<file path="src/rtl/spi_controller_if.sv">
// Request/status and SPI pin bundle for spi_controller.
// The master modport belongs to the requester; the slave modport belongs to the controller.
interface spi_controller_if;
    logic       req_valid;
    logic [6:0] req_addr;
    logic [7:0] req_data;
    logic       req_ready;
    logic       busy;
    logic       done;
    logic       err;
    logic       nCS_out;
    logic       SCLK_out;
    logic       COPI_out;

    modport master (
        output req_valid, req_addr, req_data,
        input  req_ready, busy, done, err, nCS_out, SCLK_out, COPI_out
    );

    modport slave (
        input  req_valid, req_addr, req_data,
        output req_ready, busy, done, err, nCS_out, SCLK_out, COPI_out
    );
endinterface

</file>
<file path="src/rtl/spi_controller.sv">
// SPI mode-0 register-write controller: 16-bit frame {1'b1, addr[6:0], data[7:0]}, MSB first.
// Define SPI_CTRL_ADDR_CHECK_EN to reject requests whose address exceeds MAX_ADDR.
//
// state  | meaning
// IDLE   | ready for a request, SPI pins idle
// SHIFT  | nCS low, 16 bits clocked out (low phase then high phase per bit)
// HOLD   | SCLK low for CLK_DIV cycles before nCS rises
// GAP    | nCS high for CS_GAP cycles before the next request
// REJECT | one-cycle err pulse for an out-of-range address
module spi_controller #(
    parameter int         CLK_DIV  = 4,
    parameter int         CS_GAP   = 4,
    parameter logic [6:0] MAX_ADDR = 7'd4
) (
    input  logic             clk,
    input  logic             rst_n,
    spi_controller_if.slave  bus
);

`ifdef SPI_CTRL_ADDR_CHECK_EN
    localparam bit ADDR_CHECK = 1'b1;
`else
    localparam bit ADDR_CHECK = 1'b0;
`endif

    localparam int CNT_MAX = (CLK_DIV > CS_GAP) ? CLK_DIV : CS_GAP;
    localparam int CNT_W   = (CNT_MAX > 1) ? $clog2(CNT_MAX) : 1;
    localparam logic [CNT_W-1:0] DIV_LOAD = CNT_W'(CLK_DIV - 1);
    localparam logic [CNT_W-1:0] GAP_LOAD = CNT_W'(CS_GAP - 1);

    typedef enum logic [2:0] {
        ST_IDLE,
        ST_SHIFT,
        ST_HOLD,
        ST_GAP,
        ST_REJECT
    } state_t;

    state_t            state, state_nxt;
    logic [CNT_W-1:0]  cnt, cnt_nxt;
    logic [3:0]        bits_left, bits_left_nxt;
    logic [15:0]       shreg, shreg_nxt;
    logic              ncs_q, ncs_nxt;
    logic              sclk_q, sclk_nxt;
    logic              copi_q, copi_nxt;
    logic              done_q, done_nxt;
    logic              err_q, err_nxt;
    logic              ready;
    logic              accept;
    logic              addr_bad;

    assign ready    = (state == ST_IDLE) && rst_n;
    assign accept   = bus.req_valid && ready;
    assign addr_bad = ADDR_CHECK && (bus.req_addr > MAX_ADDR);

    always_ff @(posedge clk) begin
        if (!rst_n) begin
            state     <= ST_IDLE;
            cnt       <= '0;
            bits_left <= '0;
            shreg     <= '0;
            ncs_q     <= 1'b1;
            sclk_q    <= 1'b0;
            copi_q    <= 1'b0;
            done_q    <= 1'b0;
            err_q     <= 1'b0;
        end else begin
            state     <= state_nxt;
            cnt       <= cnt_nxt;
            bits_left <= bits_left_nxt;
            shreg     <= shreg_nxt;
            ncs_q     <= ncs_nxt;
            sclk_q    <= sclk_nxt;
            copi_q    <= copi_nxt;
            done_q    <= done_nxt;
            err_q     <= err_nxt;
        end
    end

    always_comb begin
        state_nxt     = state;
        cnt_nxt       = cnt;
        bits_left_nxt = bits_left;
        shreg_nxt     = shreg;
        ncs_nxt       = ncs_q;
        sclk_nxt      = sclk_q;
        copi_nxt      = copi_q;
        done_nxt      = 1'b0;
        err_nxt       = 1'b0;

        case (state)
            ST_IDLE: begin
                if (accept) begin
                    if (addr_bad) begin
                        state_nxt = ST_REJECT;
                        err_nxt   = 1'b1;
                    end else begin
                        state_nxt     = ST_SHIFT;
                        shreg_nxt     = {1'b1, bus.req_addr, bus.req_data};
                        ncs_nxt       = 1'b0;
                        sclk_nxt      = 1'b0;
                        copi_nxt      = 1'b1;
                        cnt_nxt       = DIV_LOAD;
                        bits_left_nxt = 4'd15;
                    end
                end
            end

            ST_SHIFT: begin
                if (cnt != '0) begin
                    cnt_nxt = cnt - 1'b1;
                end else begin
                    cnt_nxt = DIV_LOAD;
                    if (!sclk_q) begin
                        sclk_nxt = 1'b1;
                    end else begin
                        // End of a high phase: either the last bit is done or the next bit starts.
                        sclk_nxt = 1'b0;
                        if (bits_left == 4'd0) begin
                            state_nxt = ST_HOLD;
                        end else begin
                            bits_left_nxt = bits_left - 1'b1;
                            shreg_nxt     = {shreg[14:0], 1'b0};
                            copi_nxt      = shreg[14];
                        end
                    end
                end
            end

            ST_HOLD: begin
                if (cnt != '0) begin
                    cnt_nxt = cnt - 1'b1;
                end else begin
                    state_nxt = ST_GAP;
                    ncs_nxt   = 1'b1;
                    copi_nxt  = 1'b0;
                    done_nxt  = 1'b1;
                    cnt_nxt   = GAP_LOAD;
                end
            end

            ST_GAP: begin
                if (cnt != '0) begin
                    cnt_nxt = cnt - 1'b1;
                end else begin
                    state_nxt = ST_IDLE;
                end
            end

            ST_REJECT: begin
                state_nxt = ST_IDLE;
            end

            default: begin
                state_nxt = ST_IDLE;
            end
        endcase
    end

    assign bus.req_ready = ready;
    assign bus.busy      = (state == ST_SHIFT) || (state == ST_HOLD) || (state == ST_GAP);
    assign bus.done      = done_q;
    assign bus.err       = ADDR_CHECK ? err_q : 1'b0;
    assign bus.nCS_out   = ncs_q;
    assign bus.SCLK_out  = sclk_q;
    assign bus.COPI_out  = copi_q;

endmodule

</file>
<file path="src/flat_wrapper.sv">
// flat-port wrapper written by rule: the top's interface ports become plain ports
module spi_controller_flat 
#(
    parameter int         CLK_DIV  = 4,
    parameter int         CS_GAP   = 4,
    parameter logic [6:0] MAX_ADDR = 7'd4
)
  (clk, rst_n, bus_req_valid, bus_req_addr, bus_req_data, bus_req_ready, bus_busy, bus_done, bus_err, bus_nCS_out, bus_SCLK_out, bus_COPI_out);
  spi_controller_if bus_i ();
  input  logic clk;
  input  logic rst_n;
  input wire logic [$bits(bus_i.req_valid)-1:0] bus_req_valid;
  input wire logic [$bits(bus_i.req_addr)-1:0] bus_req_addr;
  input wire logic [$bits(bus_i.req_data)-1:0] bus_req_data;
  output wire logic [$bits(bus_i.req_ready)-1:0] bus_req_ready;
  output wire logic [$bits(bus_i.busy)-1:0] bus_busy;
  output wire logic [$bits(bus_i.done)-1:0] bus_done;
  output wire logic [$bits(bus_i.err)-1:0] bus_err;
  output wire logic [$bits(bus_i.nCS_out)-1:0] bus_nCS_out;
  output wire logic [$bits(bus_i.SCLK_out)-1:0] bus_SCLK_out;
  output wire logic [$bits(bus_i.COPI_out)-1:0] bus_COPI_out;
  assign bus_i.req_valid = bus_req_valid;
  assign bus_i.req_addr = bus_req_addr;
  assign bus_i.req_data = bus_req_data;
  assign bus_req_ready = bus_i.req_ready;
  assign bus_busy = bus_i.busy;
  assign bus_done = bus_i.done;
  assign bus_err = bus_i.err;
  assign bus_nCS_out = bus_i.nCS_out;
  assign bus_SCLK_out = bus_i.SCLK_out;
  assign bus_COPI_out = bus_i.COPI_out;
  spi_controller #(.CLK_DIV(CLK_DIV), .CS_GAP(CS_GAP), .MAX_ADDR(MAX_ADDR)) u_core (.clk(clk), .rst_n(rst_n), .bus(bus_i));
endmodule
</file>
<file path="config.mk">
export PLATFORM = sky130hd
export DESIGN_NAME = spi_controller_flat
export DESIGN_NICKNAME = d
export VERILOG_FILES = /design/src/rtl/spi_controller_if.sv /design/src/rtl/spi_controller.sv /design/src/flat_wrapper.sv
export SDC_FILE = /design/constraint.sdc
export NUM_CORES = 1
export LEC_CHECK = 0
export CAP_MARGIN = 25
export CELL_PAD_IN_SITES_DETAIL_PLACEMENT = 2
export CELL_PAD_IN_SITES_GLOBAL_PLACEMENT = 2
export CORE_UTILIZATION = 29
export CTS_CLUSTER_SIZE = 8
export DETAILED_ROUTE_END_ITERATION = 8
export HOLD_SLACK_MARGIN = 0.08
export PLACE_DENSITY_LB_ADDON = 0.3
export SLEW_MARGIN = 20
export SYNTH_ARGS = -nofsm -noshare
export SYNTH_HDL_FRONTEND = slang
export SYNTH_SLANG_ARGS = --single-unit
</file>
<file path="constraint.sdc">
create_clock -name clk -period 1.8 [get_ports clk]
set_clock_uncertainty 0.15 [all_clocks]
set_input_delay 0.18 -clock clk [delete_from_list [all_inputs] [get_ports clk]]
set_output_delay 0.18 -clock clk [all_outputs]
set_load 0.03 [all_outputs]
</file>
==> results.yml <==
outcome:
  status: "complete, but fails checks"
  violations: "setup timing"
placed_design:
  hpwl_mm: 3.11
  gp_congestion: 0.797
  post-place-ws_ps: -164
  port-buffer-count: 23
  place_area_um2: 1960
yosys:
  syn_area_per_cell_um2: 9.58
  ys_types: 33
  yosysTopAreaCellShare_pct: 36.6
  postSynthCellCount: 154
  yosys-top-cells-area: "dfxtp_1 (37%), a211oi_2 (11%), mux2i_1 (9.5%)"
  yosysWarnings: 0
  ys.flop_type: "dfxtp_1"
  ys_ff_latch: 27
  async_flop_share_pct: 0
  synth_edf_count: 0
  syn_nets: 179
  syn_area_um2: 1480
  ys_seq_area_share_pct: 36.6
  yosys.area.top_type: "dfxtp_1"
setup_path:
  worstSetupPathType: "register to register"
  crit_buf_inv: 3
  crit_chain: "inv_4, ha_4, and4bb_2, nor4_4, buf_4, buf_12, nor2_4, a211oi_2"
  critical_path_peak_fanout: 8
  slowest_stage: "dfxtp_2"
  critical_path_arrival_ps: 2030
  endpoint_kind: "register"
  slowest_delay_ps: 370
  path_delay_family: "simple AND/OR/NAND/NOR gates"
  crit_path_start_kind: "register"
  worst_ep_required_time_ps: 1830
  ff2ff_setup_slack_ps: -200
clocking:
  cts_buffers: 3
  cts_tree: "built"
  htreeDepth: 1
  cts.clk_slew.worst_paths_ps: 100
  root_buffer: "clkbuf_8"
  insertion_delay_ps: 270
  cts_hold_buf: 0
  cts.path.max_buffers: 2
  cts.sinks: 27
sta:
  layout_min_cycle_time_ps: 2000
  period_share_pct: 111
  finalHoldViolCount: 0
  tns_ps: -2580
  rsz0062_at_grt: "true"
  hold_ws_ps: 366
  fmax_mhz: 499
  maxSlewViolCount: 0
  setup_viol: 21
  fin_ws_ps: -204
cells_and_area:
  num_antenna_cells: 0
  final_common_cell: "buf_4"
  fin_area_um2: 2360
  final_util_pct: 48.9
  syn2layout_area_growth_pct: 59.7
  final_cell_mix: "buf_4 (26), dfxtp_1 (23), clkdlybuf4s50_1 (20)"
  drive_gt1_share_pct: 48.8
  fin_nets: 235
die:
  dieArea_um2: 5380
  start_util_pct: 30.6
  row_count: 25
  die_h_um: 73.3
  die_w_um: 73.3
  core_area_um2: 4820
  num_io_pins: 25
power:
  max-vdd-ir-drop_uv: 626
  total_leakage_power_nw: 0.906
  power_density_nw_per_um2: 1810
routing:
  first_pass_iters: 4
  ant_nets: 0
  drt-total-wl_mm: 5.63
  num_vias: 1366
  drt_iter0_markers: 43
  wl_per_cell_um: 20.4
  drcViolationCount: 0
  via_per_inst: 4.95
global_route:
  grt_pass1_vias: 1595
  grt_pass1_wl_mm: 8.51
  overflow: 0
  antenna_found_initial: 0
  grt.total_usage_pct: 21.6
  grt_max_degree: 23
worst_hold_path:
  hold_path.class: "register to register"
job:
  maxCapViolCount: 0
## Yosys cell counts, drive strengths merged (3+ instances only)
cell type  number
clkbuf          3
a211oi         16
mux2i          14
a21oi          11
nand2           3
nor3            4
o21ai           5
inv            10
dfxtp          27
buf             6
nor2           25
ha              7
## layout make-up
| cell class | instances | area, um2 |
|---|---|---|
| well taps | 67 | 83.8 |
| clock buffers | 4 | 45.0 |
| inverters | 10 | 40.0 |
| flip-flops and latches | 27 | 548 |
| fillers | 510 | 2460 |
| multi-input cells | 108 | 1000 |
| repair buffers | 60 | 637 |
## metal layers
metal / vias to the layer above / routed length (um) / part of all wire (%) / track usage, %
li1: 654 / - / - / -
met1: 682 / 2270 / 40 / 23.8
met2: 24 / 3150 / 56 / 44.1
met3: 6 / 130 / 2.3 / 2.33
met4: 0 / 83 / 1.5 / 3.63
met5: - / 0 / 0 / 0
## worst register-to-register path: stages, from the launching register on
cell and delay (ps):
dfxtp_2 370, inv_4 50, ha_4 160, and4bb_2 260
nor4_4 310, buf_4 200, buf_12 140, nor2_4 40
a211oi_2 230
## worst paths after layout
| path | startpoint | end | depth (start not counted) |
|---|---|---|---|
| worst max-delay path | u_core.state[1] | u_core.shreg[6] | 8 |
| worst min-delay path | u_core.shreg[0] | u_core.shreg[0] | 2 |
| worst max register to register | u_core.state[1] | u_core.shreg[6] | 8 |
| worst min register to register | u_core.shreg[0] | u_core.shreg[0] | 2 |
## registers in the layout, summed over array words and instances (netlist names)
signal and count:
u_core.bits_left 4, u_core.bus.COPI_out 1, u_core.bus.SCLK_out 1, u_core.bus.done 1, u_core.bus.nCS_out 1, u_core.cnt 2, u_core.shreg 15, u_core.state 2
## power by group
part	leakage [nW]	internal [W]	switching [W]	total (W)
clock network	0.0228	0.000158	0.000195	0.000353
registers	0.225	0.000803	0.000180	0.000984
logic	0.658	0.00149	0.00144	0.00293
## logic make-up after synthesis
group,Yosys count,synth area share (%)
buffers and inverters,19,6.87
muxes,14,9.50
and+or+nand+nor,44,15.3
AOI/OAI and AO/OA,42,25.5
other,1,0.254
adders and majority gates,7,5.94
DFF,27,36.6
## through the flow
step                      std cells  total power, W
after global routing            276         0.00450
after floorplan                 154         0.00226
after CTS                       274         0.00409
after detailed placement        256         0.00293
after global placement          256         0.00278
final                           276         0.00427
## timing repair
| action | CTS | global route |
|---|---|---|
| pin swaps | 22 | 13 |
| endpoints found under the setup margin | 24 | 27 |
| resized for setup | 24 | 23 |
| buffers inserted | 12 | 4 |
| cloned | 2 | 0 |
Power figures use the tool's default switching activity.
